==> config.mk <==
export PLATFORM = sky130hd
export DESIGN_NAME = digit_bbox_detect
export DESIGN_NICKNAME = d
export VERILOG_FILES = /design/src/rtl/digit_bbox_detect.sv
export SDC_FILE = /design/constraint.sdc
export NUM_CORES = 1
export LEC_CHECK = 0
export CAP_MARGIN = 10
export CORE_MARGIN = 1.5
export CORE_UTILIZATION = 50
export CTS_BUF_LIST = sky130_fd_sc_hd__clkbuf_16
export DETAILED_ROUTE_END_ITERATION = 8
export PLACE_DENSITY = 0.74
export SLEW_MARGIN = 20
export SYNTH_ARGS = -nofsm -noshare
export SYNTH_HDL_FRONTEND = slang
export SYNTH_SLANG_ARGS = --single-unit
==> constraint.sdc <==
create_clock -name clk_en -period 2.25 [get_ports clk_en]
set_input_delay 0.225 -clock clk_en [delete_from_list [all_inputs] [get_ports clk_en]]
set_output_delay 0.225 -clock clk_en [all_outputs]
set_load 0.02 [all_outputs]
==> src/rtl/digit_bbox_detect.sv <==
// Bounding box of the foreground pixels in a binarized, raster-ordered frame.
// The box is reported once per completed frame with a one-cycle bbox_valid
// pulse (used downstream as knn_en). bbox_empty qualifies the pulse when the
// frame held no usable box; the box outputs then keep their previous value.
//
// Optional feature: define BBOX_MIN_SIZE_EN to treat boxes narrower or shorter
// than MIN_SIZE pixels as empty. Without the macro MIN_SIZE has no effect.
module digit_bbox_detect #(
  parameter int unsigned IMG_W    = 640,
  parameter int unsigned IMG_H    = 480,
  parameter int unsigned MIN_SIZE = 4
) (
  input  logic       clk_en,
  input  logic       reset_n,
  input  logic       frame_start,
  input  logic       pix_valid,
  input  logic       pix_bin,
  output logic [9:0] postion_lu_x,
  output logic [9:0] postion_lu_y,
  output logic [9:0] postion_rd_x,
  output logic [9:0] postion_rd_y,
  output logic       bbox_valid,
  output logic       bbox_empty
);

  localparam int unsigned CW = 10;
  localparam logic [CW-1:0] XLast = CW'(IMG_W - 1);
  localparam logic [CW-1:0] YLast = CW'(IMG_H - 1);

  // Reject geometries the 10-bit coordinate ports cannot describe, and a
  // minimum size that no box could ever reach.
  if (IMG_W < 2 || IMG_W > 1024 || IMG_H < 2 || IMG_H > 1024 || MIN_SIZE > 1024)
  begin : g_bad_cfg
    $error("digit_bbox_detect: parameter out of range");
  end

  typedef enum logic [1:0] {StIdle, StScan, StDone} state_e;

  state_e        state_q, state_d;
  logic [CW-1:0] x_q, x_d, y_q, y_d;
  logic          has_q, has_d;
  logic [CW-1:0] min_x_q, min_x_d, max_x_q, max_x_d;
  logic [CW-1:0] min_y_q, min_y_d, max_y_q, max_y_d;
  logic [CW-1:0] lu_x_q, lu_y_q, rd_x_q, rd_y_q;
  logic          empty_q;

  logic          accept;
  logic          last_pix;
  logic          fg;
  logic          has_base;
  logic [CW-1:0] cur_x, cur_y;
  logic          box_small;
  logic          report_empty;
  logic          show_box;

  // Pixel acceptance; a frame_start cycle restarts the raster at (0,0).
  always_comb begin
    cur_x    = frame_start ? '0 : x_q;
    cur_y    = frame_start ? '0 : y_q;
    accept   = pix_valid & (frame_start | (state_q == StScan));
    last_pix = accept & (cur_x == XLast) & (cur_y == YLast);
    fg       = accept & pix_bin;
    // Running box is dropped on a restart and once it has been reported.
    has_base = has_q & ~frame_start & (state_q != StDone);
  end

  // Frame sequencing: IDLE -> SCAN -> DONE -> IDLE, frame_start always restarts.
  always_comb begin
    state_d = state_q;
    case (state_q)
      StIdle:  if (frame_start) state_d = StScan;
      StScan:  if (last_pix) state_d = StDone;
      StDone:  state_d = frame_start ? StScan : StIdle;
      default: state_d = StIdle;
    endcase
  end

  // Raster position of the next accepted pixel.
  always_comb begin
    x_d = frame_start ? '0 : x_q;
    y_d = frame_start ? '0 : y_q;
    if (accept) begin
      if (cur_x == XLast) begin
        x_d = '0;
        y_d = (cur_y == YLast) ? '0 : cur_y + CW'(1);
      end else begin
        x_d = cur_x + CW'(1);
        y_d = cur_y;
      end
    end
  end

  // Running min/max of foreground coordinates.
  always_comb begin
    has_d   = has_base | fg;
    min_x_d = has_base ? min_x_q : '0;
    max_x_d = has_base ? max_x_q : '0;
    min_y_d = has_base ? min_y_q : '0;
    max_y_d = has_base ? max_y_q : '0;
    if (fg) begin
      if (!has_base) begin
        min_x_d = cur_x;
        max_x_d = cur_x;
        min_y_d = cur_y;
        max_y_d = cur_y;
      end else begin
        if (cur_x < min_x_q) min_x_d = cur_x;
        if (cur_x > max_x_q) max_x_d = cur_x;
        if (cur_y < min_y_q) min_y_d = cur_y;
        if (cur_y > max_y_q) max_y_d = cur_y;
      end
    end
  end

`ifdef BBOX_MIN_SIZE_EN
  logic [CW:0] box_w, box_h;

  // Box extent; one extra bit so a full-width box does not wrap.
  always_comb begin
    box_w     = {1'b0, max_x_q} - {1'b0, min_x_q} + (CW + 1)'(1);
    box_h     = {1'b0, max_y_q} - {1'b0, min_y_q} + (CW + 1)'(1);
    box_small = (32'(box_w) < MIN_SIZE) | (32'(box_h) < MIN_SIZE);
  end
`else
  // Size filter disabled: any foreground box is reported.
  always_comb begin
    box_small = 1'b0;
  end
`endif

  // Report during DONE unless a new frame pre-empts it; otherwise hold.
  always_comb begin
    bbox_valid   = (state_q == StDone) & ~frame_start;
    report_empty = ~has_q | box_small;
    show_box     = bbox_valid & ~report_empty;
    postion_lu_x = show_box ? min_x_q : lu_x_q;
    postion_lu_y = show_box ? min_y_q : lu_y_q;
    postion_rd_x = show_box ? max_x_q : rd_x_q;
    postion_rd_y = show_box ? max_y_q : rd_y_q;
    bbox_empty   = bbox_valid ? report_empty : empty_q;
  end

  // State, counters, running box and held report registers.
  always_ff @(posedge clk_en or negedge reset_n) begin
    if (!reset_n) begin
      state_q <= StIdle;
      x_q     <= '0;
      y_q     <= '0;
      has_q   <= 1'b0;
      min_x_q <= '0;
      max_x_q <= '0;
      min_y_q <= '0;
      max_y_q <= '0;
      lu_x_q  <= '0;
      lu_y_q  <= '0;
      rd_x_q  <= '0;
      rd_y_q  <= '0;
      empty_q <= 1'b0;
    end else begin
      state_q <= state_d;
      x_q     <= x_d;
      y_q     <= y_d;
      has_q   <= has_d;
      min_x_q <= min_x_d;
      max_x_q <= max_x_d;
      min_y_q <= min_y_d;
      max_y_q <= max_y_d;
      lu_x_q  <= postion_lu_x;
      lu_y_q  <= postion_lu_y;
      rd_x_q  <= postion_rd_x;
      rd_y_q  <= postion_rd_y;
      empty_q <= bbox_empty;
    end
  end

endmodule

# ---- Yosys cells after proc, flatten, opt, wreduce, memory -nomap -nowiden
# Index checks and enable logic that the tools add are counted.
dict set report op_classes {
  add_sub_neg 2
  magnitude_cmp 4
  n_eq_ne 7
  n_mux 32
  n_bitwise 12
  reduce_logical 2
}
# operator n
set op_table {}
lappend op_table {{10-bit 2-to-1 mux} 27}
lappend op_table {{10-bit by 1-bit adder with 10-bit output, second input constant} 2}
lappend op_table {{10-bit > comparator} 2}
lappend op_table {{10-bit < comparator} 2}
lappend op_table {{10-bit equality test, second input constant} 1}
lappend op_table {{10-bit by 9-bit equality test with 1-bit output, second input constant} 1}
lappend op_table {{1-bit AND} 8}
lappend op_table {{2-bit inequality test, second input constant} 3}
lappend op_table {{2-bit case mux with 3 select lines} 1}
lappend op_table {{2-bit 2-to-1 mux} 2}
lappend op_table {{2-bit by 1-bit equality test with 1-bit output, second input constant} 1}
lappend op_table {{2-bit equality test, second input constant} 1}
lappend op_table {{2-bit zero test} 1}
lappend op_table {{1-bit 2-to-1 mux} 2}
lappend op_table {{1-bit inverter} 2}
lappend op_table {{1-bit OR} 2}
lappend op_table {{2-bit AND reduction} 1}
dict set report word_totals {
  reg_bits 104
  in_bits 5
  out_inout_bits 42
  word_cells 72
}

# ---- Longest topological paths before layout
# Gate-level depths: netlist of run 1.
dict set report depth {
  ltp_word 7
  ltp_mapped 12
  mapped_depth_nobuf 10
}

# ---- Worst setup path before layout of run 1
# No wires, ideal clock.
dict set report synth_path {
  path_kind {input -> register}
  start {in frame_start}
  end {reg max_y_q[3]}
  setup_ps 122
  arrival_time_ps 2354
  required_ps 2128
  path_slack_ps -225
  stages 12
  path_buffers 3
  path_cell_list {buf_6 > clkbuf_1 > nand2b_1 > inv_1 > ha_1 > nand3b_1 > a31oi_1 > nor2_1 > o211a_1 > or3_1 > buf_2 > a32o_1}
}
dict set report synth_via {
  elab_chain_cells 7
  elab_cells_between_ends 12
  classes_between {order compare: 1; mux: 5; bitwise: 6}
}
# element line_no
set synth_lines {}
lappend synth_lines {{start, declared} 15} ;# input logic frame_start,
lappend synth_lines {{branches (longest 6 deep; another with 10-bit > comparator)} --}
lappend synth_lines {{10-bit 2-to-1 mux (*)} 100} ;# if (fg) begin
lappend synth_lines {{via max_y_d[3]} 43} ;# logic [CW-1:0] min_y_q, min_y_d, max_y_q, max_y_d;
lappend synth_lines {{end signal, assigned} 167} ;# max_y_q <= max_y_d;
lappend synth_lines {{end, declared} 43}
# Mark *: on every way through the listed nets, which the timed path passes.
# A chain may end at the register's enable or synchronous reset.

# ---- Worst setup path in the final report of run 1
dict set report layout_path {
  start {reg y_q[1]}
  end {reg min_y_q[1]}
}
dict set report layout_via {
  elab_chain_cells 5
}
# element line_no
set layout_lines {}
lappend layout_lines {{start, declared} 40} ;# logic [CW-1:0] x_q, x_d, y_q, y_d;
lappend layout_lines {{start signal, assigned} 162} ;# y_q <= y_d;
lappend layout_lines {{10-bit 2-to-1 mux (*)} --}
lappend layout_lines {{10-bit < comparator} 109} ;# if (cur_y < min_y_q) min_y_d = cur_y;
lappend layout_lines {{10-bit 2-to-1 mux} 109}
lappend layout_lines {{10-bit 2-to-1 mux (*)} 101} ;# if (!has_base) begin
lappend layout_lines {{10-bit 2-to-1 mux (*)} 100}
lappend layout_lines {{via min_y_d[1]} 43}
lappend layout_lines {{end signal, assigned} 166} ;# min_y_q <= min_y_d;
lappend layout_lines {{end, declared} 43}
# Mark *: on every way through the listed nets, which the timed path passes. The rest lies on a longest branch.

==> results of run 1 <==
through the flow:
step	cell area (sq um)	utilization (%)	cells	hold slack, ps
after floorplan	5240	-	468	-70.6
after global placement	6400	62.9	714	263
after detailed placement	6400	62.9	714	278
after CTS	7010	68.8	741	449
after global routing	7160	70.3	753	477
final	7160	70.3	753	431
worst min-delay path by stage:
| stage | startpoint | endpoint | depth (start not counted) |
|---|---|---|---|
| finish | reset_n | max_y_q[7] | 2 |
| floorplan | reset_n | empty_q | 0 |
| detailed placement | reset_n | rd_y_q[2] | 1 |
| global placement | reset_n | rd_y_q[2] | 1 |
| global route | frame_start | state_q[0] | 4 |
| CTS | reset_n | rd_y_q[2] | 2 |
sequential cells by signal (all words and copies together), names as in the netlist:
| name | cells |
|---|---|
| lu_y_q | 10 |
| max_y_q | 10 |
| has_q | 1 |
| max_x_q | 10 |
| x_q | 10 |
| rd_x_q | 10 |
| rd_y_q | 10 |
| empty_q | 1 |
| lu_x_q | 10 |
| min_x_q | 10 |
| y_q | 10 |
| min_y_q | 10 |
| state_q | 2 |
layout make-up:
type,instances,area [sq um],area share [%]
multi-input combinational,301,2810,39.3
sequential,104,2600,36.4
timing repair buffer,142,1080,15.1
clock buffer,9,225,3.14
inverter,54,203,2.83
tap,136,170,2.38
clock inverter,7,63.8,0.891
per-layer routing:
layer	up-vias	part of all wire [%]	global-route usage (%)
met5	-	0	0
met1	2164	43	36.5
met3	27	6.9	4.37
met2	179	49	40.0
li1	1974	-	-
met4	0	1.7	7.53
timing repair:
item	CTS	global route
setup buffers	10	12
hold buffers	1	0
resized for setup	148	90
gates cloned	3	1
hold endpoints to repair	43	0
pin swaps	12	21
endpoints found under the setup margin	82	83
synthesized netlist by cell type (all sizes together) (2+ instances only):
cell type and count:
buf 11, ha 32, a21oi 10, or3 5
nor2b 7, and4 3, nor3b 3, a31oi 4
a22o 9, xnor2 9, a211oi 2, nand3 13
o221ai 3, and3 8, mux2 40, o211a 2
nor2 20, o2bb2ai 31, inv 54, nand2b 9
nand4 6, o21ai 22, nor4 4, nand4b 2
nor3 7, dfrtp 104, nand2 28, xor2 3
power groups by stage:
| stage | Sequential [mW] | Clock, mW | Combinational (mW) |
|---|---|---|---|
| 6_report | 1.89 | 1.53 | 0.314 |
| 5_1_grt | 1.89 | 1.64 | 0.337 |
| 4_1_cts | 1.89 | 1.55 | 0.268 |
| 3_5_place_dp | 1.92 | 0 | 0.221 |
| 3_3_place_gp | 1.92 | 0 | 0.215 |
| 2_1_floorplan | 1.92 | 0 | 0.113 |
worst max-delay path: cells and delay by family (launching register included):
family	cells	cell delay [ps]
buffers and inverters	4	550
DFF	1	370
and+or+nand+nor	4	570
AOI/OAI and AO/OA	3	530
adders and majority gates	1	200
cell families (layout without fill, tap and decap cells):
kind of cell               after synthesis  count (layout)  share of synthesized area [%]
muxes                                   40              40                           8.67
adders and majority gates               32              32                           7.71
AOI/OAI and AO/OA                       93              93                           13.4
xor gates and xnor gates                12              12                           2.02
DFF                                    104             104                           50.1
and+or+nand+nor                        121             124                           12.8
buffers and inverters                   66             212                           5.32
==> out/results.txt, run 1 <==
The run finished, with violations left. The final reports fail on setup timing. By startpoint and endpoint, the worst setup path is classified as flop to flop.

The number of enable-type register cells in the synthesized netlist was 0; the average routed wire per standard cell was 19.2 microns. Once detail routing completed, the nets flagged for antenna violations numbered 0. The height of the die came out at 105 microns. Compared with the post-synthesis result, the final layout area differs by 37.9%. The cell with the most instances on the worst path was sky130_fd_sc_hd__buf_4. Clock-pin slew was measured on the worst setup and hold paths at 70 ps. For this block, the via count after detailed routing is 4344. The stage delay of the slowest cell on the critical path is 370 ps, and the critical path data arrival time is 2570 ps. For this run, the top clock speed supported by timing is 428 MHz. Once detailed placement completed, the half-perimeter wirelength came to 9270 microns. The final worst slack was -84.9 ps. Setup repair after global routing could not meet its margin everywhere.

The source of the critical timing path is y_q[1]. Synthesis-stage register bit count: 104. TritonCTS built the clock tree. The share of final-layout standard cells stronger than drive strength 1 is 41.8%, and the sum of negative setup slack is -1240 ps. The tools report the max-slew violation count as 0. Ranked by total cell area, the synthesized netlist is headed by sky130_fd_sc_hd__dfrtp_1 50%, sky130_fd_sc_hd__mux2_2 8.7%, sky130_fd_sc_hd__ha_1 7.7%. Setup violations remaining at the end of the flow were counted as 24. In the layout the commonest cells are 103 x sky130_fd_sc_hd__dfrtp_1, 82 x sky130_fd_sc_hd__buf_4, 51 x sky130_fd_sc_hd__inv_1.

The tools report the pin count of the biggest net entering global routing as 46. Subtracting the final worst setup slack from the clock period gives 2330 ps. Along the worst path, the maximum fanout reaches 5. For this run, design rule violations remaining after detail routing come to 0. The row count came out at 37. For the reported max-cap violation count, the log shows 0.

Internal power comes to 2.86 mW. In this run the biggest area consumer among cell types represents 50.1% of the synthesized area. On the final layout, the worst clock skew is 8.00 ps. At the end of routability-driven placement, the weighted congestion stood at 0.922. The logs give 0 for the number of antenna repair diodes and 50.1% for the share of the yosys chip area belonging to registers. From left edge to right edge, the die measures 105 microns. Die footprint: 0.0110 sq mm.

Worst slack at placement: -854 ps. The worst setup path is captured at a flop. Buffers placed on the I/O ports in this run total 46. Cell chosen for the clock root: sky130_fd_sc_hd__clkbuf_16.

For the number of detailed-routing iterations run before antenna repair, the log shows 6. The worst register-to-register path has a setup slack of -80 ps. Main flop type after synthesis: sky130_fd_sc_hd__dfrtp_1.

The capturing instance or port of the critical path is min_y_q[1]. The tools report the part of the total power dissipated in sequential elements as 50.6%. After floorplanning, the core was sized to cover 0.0102 sq mm.

The synthesized design spends more area on one cell type than any other, namely sky130_fd_sc_hd__dfrtp_1. Synthesis produced a netlist whose cell count is 468. The H-tree generated during clock tree synthesis spans 3 levels.

After global routing the overflow that remains totals 0. The power per cell area works out to 522 mW/mm^2. The tools report the switching power as 879 uW.

Summed over all layers, the routed wires come to 14500 microns. In this run, the number of DRC markers left after iteration 0 of detailed routing was 376. The run gives 4276 as the number of global-route vias before repair. The worst setup path is launched from a flop. Of all flip-flops after synthesis, the portion carrying an async set or reset was 100%.

Worst slew slack as a fraction of its limit: 59.4%. The slowest stage of the critical path belongs to the cell sky130_fd_sc_hd__dfrtp_1. The critical path goes through nand2_1 -> inv_1 -> buf_4 -> ha_1 -> nand2b_1 -> o221ai_1 -> a21oi_1 -> nor4_4 -> buf_4 -> nor3_4 -> buf_6 -> o2bb2ai_4. For the hold violation count in the final report, the log shows 0. The distinct cell type count after synthesis is 50, and the global routing usage summed across all routing layers is 25.5%. The average instance in the mapped netlist occupies 11.1 sq um. The number of nets in the layout was 649; the global-route wire length before repair was 21900 microns. Synthesis produced a netlist with a net count of 505. Using the TritonRoute via totals, the vias-per-cell ratio works out to 5.77. For the clock power share, the log shows 41.0%. Leakage power total: 3.48 nW. For the worst flop-to-flop path, the logic depth is 12.

CTS saw 104 sinks. The pin slew with the least headroom to its limit came out at 608 ps. Net switching is 23.5% of the power.

The cell area that synthesis handed to floorplanning was 0.00519 sq mm. VDD sags by at most 312 uV. In this run the critical register-to-register path is launched from y_q[1].

The most frequent standard cell in the layout excluding fill and tap cells is sky130_fd_sc_hd__dfrtp_1. The initial antenna violation count is 0. Buffers inserted during clock tree synthesis total 9. The clock latency on the worst-skew pair came out at 350 ps. The worst reg2reg path endpoint was min_y_q[1]. The relative contribution of combinational cells to total power came out at 8.4%. In this run the count of I/O pins placed on the die edge is 47.

The effective utilization at floorplan was 51.0%. Kind of path behind the tightest hold check: input port to asynchronous set/reset pin. Fill cells in the final layout number 717.

For the maximum count of clock buffers along a single path, the log shows 2. For this run, the number of Yosys warnings is 0. After layout, the design draws a total of 3.74 mW.

Of the available clock period, the critical path in the final layout requires 104%. Data on the critical path is required at its endpoint by 2490 ps.
Note: power is estimated with default switching activity, not from simulation.
==> run 2, diff against run 1 <==
clock period = 1.9 ns   (was 2.25 ns; I/O delays follow)
==> out/results.txt, run 2 (synthesis results as in run 1) <==
The logs give 41.4% (+4.8 points) for the met1 usage in global routing and 2770 ps (+200 ps) for the critical path data arrival time. For the maximum count of clock buffers along a single path, the log shows 2 (unchanged). The pin slew with the least headroom to its limit is 555 ps (-53.0 ps), and the relative contribution of combinational cells to total power is 10.9% (+2.5 points). The clock input transition at the sequential cells of the worst setup and hold paths is 80 ps (about the same). The startpoint identified for the worst register-to-register timing path is x_q[9]. TritonCTS built the clock tree. Level count of the clock H-tree: 3 (unchanged). The violation count after the first detailed-route iteration came out at 650 (+73%). For the pin count of the biggest net entering global routing, the log shows 55 (+20%). For the leakage power total, the log shows 4.03 nW (+16%). The max-slew violation count was 0 (unchanged); the post-placement cell area was 0.00671 sq mm (+4.9%). The number of detailed-routing iterations run before antenna repair is 5 (-1), and the stage delay of the slowest cell on the critical path is 450 ps (+80 ps).

The initial antenna violation count is 0 (unchanged). The final critical delay including setup and external delays was 2490 ps (+154 ps). The effective utilization at floorplan is 51.0% (unchanged), and the critical-path maximum fanout is 4 (-1). The maximum operating frequency is 402 MHz (-6.2%), and the met2 demand-to-capacity share in global routing is 52.4% (+12 points). The part of the cycle the worst path needs was 131% (+27 points); the quantity of I/O buffers inserted on ports was 46 (unchanged). The run finished, with violations left. The part of the total power dissipated in sequential elements was 47.4% (-3.2 points); the total vias in the final route was 5292 (+22%). The reported max-cap violation count is 0 (unchanged), and the power per cell area is 551 mW/mm^2 (+5.7%).

The dominant delay contributor by cell family on the critical path is simple AND/OR/NAND/NOR gates. The largest voltage drop on the vdd net was 378 uV (+21%). Number of sinks on the clock net: 104 (unchanged). The via-per-instance ratio came out at 6.43 (+11%). The setup slack on the worst flop-to-flop path came out at -590 ps (-500 ps). The global routing usage summed across all routing layers is 32.3% (+6.7 points), and the horizontal die dimension is 105 microns (unchanged). The signal on the critical path passes through nand2_2 -> inv_1 -> ha_4 -> nand4_1 -> or3_4 -> nor4_4 -> or3_4 -> buf_6 -> o2bb2ai_4. The critical path in this run is classified as flop to flop.

For the clock latency on the worst-skew pair, the log shows 360 ps (about the same). STA classifies the critical path startpoint as a flop. Leaving out fill and tap cells, the most frequent cells in the layout are 134 x sky130_fd_sc_hd__buf_4, 104 x sky130_fd_sc_hd__dfrtp_1, 59 x sky130_fd_sc_hd__buf_6. The tools report the critical path required time as 2180 ps (-310 ps).

From synthesis to final layout, the design area changed by 65.0%. The run gives 41.8% (+0.8 points) as the clock power share. Switching share of power: 26.2% (+2.7 points).

The switching power was 1.24 mW (+41%); the largest clock skew in the final design was 14.1 ps (+6.09 ps). The tools report the number of CTS-inserted buffers as 9 (unchanged). For the final setup violation count, the log shows 98 (+310%). The logs give 0.0110 sq mm (unchanged) for the die footprint and 5217 (+22%) for the number of global-route vias before repair.

The logs give 47 (unchanged) for the I/O pin count and 63.0% (+3.5 points) for the worst slew slack as a fraction of its limit. Most frequent standard cell in the layout excluding fill and tap cells: sky130_fd_sc_hd__buf_4. The combined area of the multi-input logic cells came out at 0.00330 sq mm (+17%). The share of final-layout standard cells stronger than drive strength 1 was 56.8% (+15 points). The tightest min-delay check is of the input port to asynchronous set/reset pin type. The critical path's slowest cell is sky130_fd_sc_hd__or3_4.

The global-route wire length before repair was 27500 microns (+26%); the number of design rule violations left after detail routing was 0 (unchanged). For the routability congestion estimate, the log shows 0.901 (-2.4%). The buffer and inverter count on the worst path came out at 2 (-2).

The met3 demand-to-capacity share in global routing was 5.61% (+1.2 points). The row count is 37 (unchanged). The final worst slack is -589 ps (-504 ps), and the placeable core region is 0.0102 sq mm (unchanged). The run gives 0 (unchanged) as the final global-route overflow total.

The source of the critical timing path is x_q[9]. The number of nets in the layout is 719 (+11%). The cell with the most instances on the worst path was sky130_fd_sc_hd__or3_4. The sequential cell area in the final layout was 0.00260 sq mm (about the same).

The cell-internal power came out at 3.48 mW (+22%). The number of antenna repair diodes was 0 (unchanged); the final design instance area without fill was 0.00857 sq mm (+20%). The height of the die came out at 105 microns (unchanged). The number of nets still failing antenna checks after routing is 0 (unchanged). Setup repair after global routing could not meet its margin everywhere.

The post-detailed-routing wire length came out at 20600 microns (+42%). Cell chosen for the clock root: sky130_fd_sc_hd__clkbuf_16. Worst slack at placement: -1200 ps (-343 ps).

The average routed wire per standard cell was 25.0 microns (+30%); the detailed placer's ending HPWL was 9320 microns (+0.55%). Hold violation count in the final report: 0 (unchanged). After global routing, the most crowded layer is met2.

The checks that failed: setup timing. The worst setup path is captured at a flop. The run gives 445 (-38%) as the layout filler cell count.
[run 2: cell count changes in the layout (fill, tap and decap cells not counted), moves of 8 or more]
cell                        change
sky130_fd_sc_hd__clkbuf_2      -10
sky130_fd_sc_hd__o21ai_0       -11
sky130_fd_sc_hd__buf_4         +52
sky130_fd_sc_hd__mux2_2        -40
sky130_fd_sc_hd__buf_6         +51
sky130_fd_sc_hd__o2bb2ai_1      -9
sky130_fd_sc_hd__mux2_4        +40
sky130_fd_sc_hd__o21ai_1        +8
sky130_fd_sc_hd__o2bb2ai_2     +11
sky130_fd_sc_hd__ha_1           -9
sky130_fd_sc_hd__nand2_2        +8
sky130_fd_sc_hd__nand2_1       -11
sky130_fd_sc_hd__buf_2         -29
sky130_fd_sc_hd__ha_4           +8
[run 2: power by group through the flow]
| stage | registers (mW) | clock network [mW] | logic, mW |
|---|---|---|---|
| after floorplan | 2.28 | 0 | 0.142 |
| after global placement | 2.28 | 0 | 0.278 |
| after detailed placement | 2.28 | 0 | 0.284 |
| after CTS | 2.23 | 1.93 | 0.416 |
| after global routing | 2.24 | 2.05 | 0.536 |
| final | 2.24 | 1.97 | 0.513 |
[run 2: metrics by stage]
stage               total power, mW  utilization [%]  setup TNS, ps  instances  hold slack (ps)
floorplan                      2.42                -          -8020        468             -106
global placement               2.55             65.9         -87890        753              141
detailed placement             2.56             65.9         -97980        753              140
CTS                            4.58             77.4         -18430        806              315
global route                   4.82             84.1         -36550        823              300
finish                         4.72             84.1         -33870        823              298
[run 2: cell type report]
cell class,instances,area share (%)
Inverter,54,2.50
Tap cell,136,1.99
Clock inverter,7,0.920
Sequential cell,104,30.4
Multi-Input combinational cell,302,38.5
Timing Repair Buffer,211,23.1
Clock buffer,9,2.63
[run 2: layer usage]
layer / vias up / wire [microns]
met4: 0 / 1580
li1: 2107 / -
met2: 452 / 9480
met5: - / 0
met1: 2564 / 7620
met3: 169 / 1870
[run 2: worst paths after layout]
path / cells after the start / end
max: 9 / max_x_q[7]
min: 2 / y_q[7]
max reg2reg: 9 / max_x_q[7]
min reg2reg: 1 / lu_y_q[6]
max in group asynchronous: 3 / lu_x_q[5]
min in group clk_en: 3 / x_q[9]
[run 2: timing repair]
item                       in CTS  in global routing
gates cloned                    8                  1
hold endpoints to repair       27                  0
pin swaps                      39                 54
gates resized for setup       335                136
setup buffers                  28                 23
setup endpoints to repair     102                102
hold buffers                    1                  0
